## config.mk

```make
export PLATFORM = sky130hd
export DESIGN_NAME = frame_update_controller
export DESIGN_NICKNAME = d
export VERILOG_FILES = /design/src/rtl/frame_update_controller.sv
export SDC_FILE = /design/constraint.sdc
export NUM_CORES = 1
export LEC_CHECK = 0
export BUFFER_PORTS_ARGS = -buffer_cell sky130_fd_sc_hd__buf_2
export CORE_ASPECT_RATIO = 0.9
export CORE_MARGIN = 8
export CORE_UTILIZATION = 34
export CTS_CLUSTER_SIZE = 40
export DETAILED_ROUTE_END_ITERATION = 8
export GPL_TIMING_DRIVEN = 0
export HOLD_SLACK_MARGIN = 0.08
export SETUP_SLACK_MARGIN = 0.05
export SLEW_MARGIN = 40
export SYNTH_ARGS = -nofsm -noshare
export SYNTH_HDL_FRONTEND = slang
export SYNTH_SLANG_ARGS = --single-unit
```

## constraint.sdc

```tcl
create_clock -name vclock -period 2 [get_ports vclock]
set_input_delay 0 -clock vclock [delete_from_list [all_inputs] [get_ports vclock]]
set_output_delay 0 -clock vclock [all_outputs]
set_load 0.05 [all_outputs]
```

## src/rtl/frame_update_controller.sv

```systemverilog
// frame_update_controller: commits rover/target display state at each vsync fall, then sizes the grid scale.
// Auto-scaling is built only when FRAME_UPDATE_AUTO_SCALE_EN is defined; otherwise scale_factor is fixed.
module frame_update_controller #(
    parameter int SCALE_MIN = 1,
    parameter int SCALE_MAX = 15,
    parameter int SCALE_DEFAULT = 10
`ifdef FRAME_UPDATE_AUTO_SCALE_EN
    ,
    parameter int GRID_RADIUS_LIMIT = 256
`endif
) (
    input  logic        vclock,
    input  logic        reset,
    input  logic        vsync,
    input  logic        loc_valid,
    input  logic [11:0] location,
    output logic        loc_ready,
    input  logic        orient_valid,
    input  logic [4:0]  orientation,
    output logic        orient_ready,
    input  logic [11:0] target_location,
    output logic [11:0] disp_location,
    output logic [4:0]  disp_orientation,
    output logic [11:0] disp_target,
    output logic        new_data,
    output logic        orientation_ready,
    output logic [3:0]  scale_factor,
    output logic        frame_done
);
    typedef enum logic [1:0] {IDLE, COMMIT, SCALE, DONE} state_t;
    localparam logic [3:0] SCALE_RESET = 4'(SCALE_DEFAULT < SCALE_MIN ? SCALE_MIN :
                                            SCALE_DEFAULT > SCALE_MAX ? SCALE_MAX : SCALE_DEFAULT);
    state_t      state, state_nx;
    logic        vsync_d, fall, loc_pending, orient_pending, scale_hit;
    logic [11:0] loc_buf;
    logic [4:0]  orient_buf;
    assign fall         = vsync_d & ~vsync;
    assign loc_ready    = !loc_pending && state != COMMIT;
    assign orient_ready = !orient_pending && state != COMMIT;
    assign frame_done   = state == DONE;
`ifdef FRAME_UPDATE_AUTO_SCALE_EN
    logic [3:0]  trial;
    logic [7:0]  rmax, loc_radius;
    logic [11:0] product;
    // rmax is taken from the values being committed so SCALE sees the new frame
    assign loc_radius = loc_pending ? loc_buf[11:4] : disp_location[11:4];
    assign product    = {8'd0, trial} * {4'd0, rmax};
    assign scale_hit  = product <= 12'(GRID_RADIUS_LIMIT) || trial == 4'(SCALE_MIN);
    always_ff @(posedge vclock or posedge reset) begin
        if (reset) begin
            scale_factor <= SCALE_RESET;
            trial        <= 4'(SCALE_MAX);
            rmax         <= '0;
        end else if (state == COMMIT) begin
            trial <= 4'(SCALE_MAX);
            rmax  <= loc_radius > target_location[11:4] ? loc_radius : target_location[11:4];
        end else if (state == SCALE) begin
            if (scale_hit) scale_factor <= trial;
            else trial <= trial - 4'd1;
        end
    end
`else
    assign scale_hit    = 1'b1;
    assign scale_factor = SCALE_RESET;
`endif
    always_comb begin
        state_nx = state;
        case (state)
            IDLE:   state_nx = fall ? COMMIT : IDLE;
`ifdef FRAME_UPDATE_AUTO_SCALE_EN
            COMMIT: state_nx = SCALE;
`else
            COMMIT: state_nx = DONE;
`endif
            SCALE:  state_nx = scale_hit ? DONE : SCALE;
            DONE:   state_nx = IDLE;
        endcase
    end
    always_ff @(posedge vclock or posedge reset) begin
        if (reset) begin
            state             <= IDLE;
            vsync_d           <= 1'b1;
            loc_pending       <= 1'b0;
            orient_pending    <= 1'b0;
            loc_buf           <= '0;
            orient_buf        <= '0;
            disp_location     <= '0;
            disp_orientation  <= '0;
            disp_target       <= '0;
            new_data          <= 1'b0;
            orientation_ready <= 1'b0;
        end else begin
            state    <= state_nx;
            vsync_d  <= vsync;
            new_data <= state == COMMIT && loc_pending;
            if (loc_valid && loc_ready) begin
                loc_pending <= 1'b1;
                loc_buf     <= location;
            end
            if (orient_valid && orient_ready) begin
                orient_pending <= 1'b1;
                orient_buf     <= orientation;
            end
            // ready is low in COMMIT, so clearing here cannot lose a transfer
            if (state == COMMIT) begin
                disp_target <= target_location;
                if (loc_pending) begin
                    disp_location <= loc_buf;
                    loc_pending   <= 1'b0;
                    if (!orient_pending) orientation_ready <= 1'b0;
                end
                if (orient_pending) begin
                    disp_orientation  <= orient_buf;
                    orientation_ready <= 1'b1;
                    orient_pending    <= 1'b0;
                end
            end
        end
    end
endmodule

```

# After elaboration in Yosys (flattened, before gate mapping)

Index checks and enable logic that the tools add are counted.

Add/subtract/negate cells: 0
Multipliers: 0
Div/mod/pow operators: 0
Order comparisons: 0
Eq/ne operators: 4
Shift-type cells: 0
Multiplexer cells: 10
Bitwise operators: 2
Reductions and logical operators: 13

Operators with widths:

| operator             | number |
|---|---|
| $mux W1              | 9 |
| $pmux W2 S3          | 1 |
| $reduce_and A2 Y1    | 3 |
| $logic_and A1 B1 Y1  | 5 |
| $eq A2 B2 Y1 const B | 2 |
| $eq A2 B1 Y1 const B | 1 |
| $logic_not A1 Y1     | 2 |
| $logic_not A2 Y1     | 1 |
| $ne A2 B1 Y1 const B | 1 |
| $reduce_bool A2 Y1   | 1 |
| $reduce_or A2 Y1     | 1 |
| $and A1 B1 Y1        | 1 |
| $not A1 Y1           | 1 |

Flip-flop bits (word level): 53
Bits in latches: 0
Bits in writable memories: 0
ROM bits: 0
Input bits: 34
Output and inout port bits: 38
Word-level logic and storage cells: 40
Memories: 0

# Longest topological paths before layout

Depth after elaboration: 6
Depth in mapped cells: 6
Depth with buffers taken out: 4

# Worst setup path after synthesis

No wires, ideal clock.

Path type: register -> output
From: register state[0]
To: output port loc_ready
Arrival: 1.636 ns
Data required time: 2.000 ns
Slack: 0.364 ns
Stages on the path, launching flop included: 5
Buffers on the path: 2
Cell sequence: dfrtp_1 -> ha_1 -> buf_4 -> buf_2 -> nor2_1

Cells in the longest elaborated chain, start to end: 2

RTL lines:

| element                | RTL line | text |
|---|---|---|
| from (decl)            | 33       | `state_t state, state_nx;` |
| from (signal assigned) | 93       | `state <= state_nx;` |
| $ne A2 B1 Y1           | 38       | `assign loc_ready = !loc_pending && state != COMMIT;` |
| $logic_and A1 B1 Y1    | 38       |  |
| to (decl)              | 17       | `output logic loc_ready,` |

No other way between the ends.

# Worst setup path after layout

From: register state[0]
To: register loc_buf[3]

Cells in the longest elaborated chain, start to end: 3

RTL lines:

| element              | RTL line | text |
|---|---|---|
| $ne A2 B1 Y1         | 38       |  |
| $logic_and A1 B1 Y1  | 38       |  |
| $logic_and A1 B1 Y1  | 96       | `if (loc_valid && loc_ready) begin` |
| to (signal assigned) | 98       | `loc_buf <= location;` |
| to (decl)            | 35       | `logic [11:0] loc_buf;` |

No other way between the ends.
A chain may end at the register's enable or synchronous reset.

==> flow_summary.toml <==
[setup_path]
cp_max_fo = 10
critPathKind = "reg2reg"
cp_slowest_cell = "dfrtp_1"
crit_path_max_incr_delay_ps = 410
crit_family = "flip-flops"
cp.required_ps = 2190
crit_chain = "ha_1 -> nor3b_2 -> buf_2 -> mux2_2"
end_kind = "flip-flop"
crit_buf_inv = 1
cp.arrival_ps = 1950
start_kind = "flip-flop"

[finish]
stdcell_area_sq_um = 2937
nNetsFinal = 277
syn_to_final_growth_pct = 43.46
diodes = 0
drive_gt1_share_pct = 52.70

[timing]
setup_tns_ps = 0
setup_viol = 0
clock.fmax_ghz = 0.5674
rsz0062_at_grt = "no"
hold_viol_final = 0
slew_viol_final = 0
final.min_clock_period_ps = 1763
skew_ps = 3.650
period_share_pct = 88.13

[placed_design]
place_area_sq_um = 2510
io_buffers = 67
dp_hpwl_um = 3140
place_congestion = 0.6310

[synth]
yosys.cell_count.top_type = "dfrtp_1"
synth-seq-cells = 53
syn_inst = 130
synth_commonest_cells = "dfrtp_1, mux2_2, mux2_1, nor2_1"
yosysTopAreaCell = "dfrtp_1"
ys_warn_count = 0
netlist_area_sq_um = 2047
seq_area_frac_synth_pct = 64.85
synth_edf_count = 0
ys_types = 17
async_flop_share_pct = 100.0
synth_top_area_share_pct = 63.57
synth_flop_cell = "dfrtp_1"
synth.avg_cell_area_sq_um = 15.75
synth_area_leaders = "dfrtp_1, mux2_2, mux2_1"

[worst_hold_path]
hold_class = "in2async"

[grt]
grt_use_met3_pct = 3.852
grt_use_met2_pct = 18.96
antenna_found_initial = 0
grt_max_degree = 44
grtUsageTotal_pct = 10.61
busiest_layer = "met2"
first_global_vias = 1474
grt_pass1_wl_um = 7362
grt.met1_usage_pct = 11.81
gr-total-overflow = 0

[power_and_ir_drop]
ir_worst_vdd_v = 0.0008146
powerDensity_nw_per_um2 = 1777
finalPower_w = 0.005220
leakagePower_nw = 1.415

[die]
core_sq_um = 5979
die_w_um = 97.79
start_util_pct = 34.23
die-area_sq_um = 8763
num_rows = 27
die_y_um = 89.61
pin_count = 72

[run_status]
status = "finished, final reports clean"

[cts]
cts_sinks = 53
cts_buffers = 5
clock_latency_ps = 300
max-clock-path-buffers = 2
cts_tree = "done"
cts_resized = 0
cts-root-buf = "clkbuf_8"
h-tree-depth = 2
clk_pin_slew_ps = 90

[drt]
wl_per_cell_um = 14.38
firstDrtPassIters = 2
via_per_inst = 4.374
dr_total_vias = 1369
wl_um = 4501
ant_nets = 0
drtIter0Drc = 14
drc = 0

[flow_run]
max-cap-violations = 0
## state kept, by name, indices dropped and copies added (netlist names), 2 cells and up
signal	count
disp_orientation	5
state	2
disp_target	12
disp_location	12
orient_buf	5
loc_buf	12
## worst paths after layout
check	startpoint	to	slack, ps	cells past startpoint
max reg2reg	state[0]	loc_buf[3]	240	4
min in group vclock	vsync	vsync_d	350	2
max	state[0]	loc_buf[3]	240	4
min reg2reg	loc_buf[8]	disp_location[8]	480	1
max in group asynchronous	reset	vsync_d	1350	4
min	reset	loc_buf[0]	160	3
## logic make-up (layout without fill, tap and decap cells)
| group | count (synthesis) | count (layout) | share of synthesized area (%) |
|---|---|---|---|
| other | 2 | 4 | 0.3669 |
| and+or+nand+nor | 11 | 11 | 3.178 |
| buffers and inverters | 13 | 122 | 3.790 |
| DFF | 53 | 53 | 64.85 |
| muxes | 46 | 46 | 25.31 |
| adders and majority gates | 3 | 3 | 1.834 |
| AOI/OAI and AO/OA | 2 | 2 | 0.6722 |
## metrics by stage
step | utilization, % | hold slack (ps) | std cells | setup WS [ps]
6_report | 49.11 | 157.0 | 313 | 237.4
5_1_grt | 49.11 | 146.2 | 313 | 103.5
4_1_cts | 49.11 | 133.0 | 313 | 170.8
3_5_place_dp | 41.98 | -78.04 | 272 | 203.5
3_3_place_gp | 41.47 | 114.2 | 271 | 4.221
2_1_floorplan | - | 4.478 | 132 | 363.9
## cell usage in the layout (no fill, tap or decap), types with 2 or more instances in the layout
cell type      count
buf_2             69
buf_4              5
clkbuf_8           6
conb_1             4
dfrtp_1           52
dlygate4sd3_1     33
ha_1               3
inv_1              4
mux2_1             8
mux2_2            38
nor2_1             6
nor3b_2            2
## area by class of cell
type / count / area [sq um]
inverters: 5 / 21.27
clock buffers: 6 / 82.58
well taps: 72 / 90.09
fillers: 544 / 3043
multi-input cells: 66 / 649.4
plain buffers: 8 / 58.81
flip-flops and latches: 53 / 1328
repair buffers: 101 / 693.2
clock inverters: 2 / 13.76
## tightest hold or removal path, cell delays in order
cell           delay, ps
dlygate4sd3_1        540
buf_2                140
inv_4                140
## power by group
part / leakage [nW] / total, W / switching, W / internal [W]
Sequential: 0.625 / 0.00188 / 0.000260 / 0.00162
Clock: 0.0512 / 0.000620 / 0.000339 / 0.000281
Combinational: 0.739 / 0.00272 / 0.00182 / 0.000904
Total: 1.41 / 0.00522 / 0.00242 / 0.00280
## metal layers
layer  share of wire [%]  wire (um)
met1                  43       1937
met2                  50       2256
met3                 5.8        259
met4                 1.0         47
met5                   0          0
## repair_timing
item / in CTS / in global routing
endpoints found under the setup margin: 0 / 0
setup buffers: 0 / 0
hold endpoints to repair: 86 / 0
hold buffers: 33 / 0
Note: power is estimated with default switching activity, not from simulation.
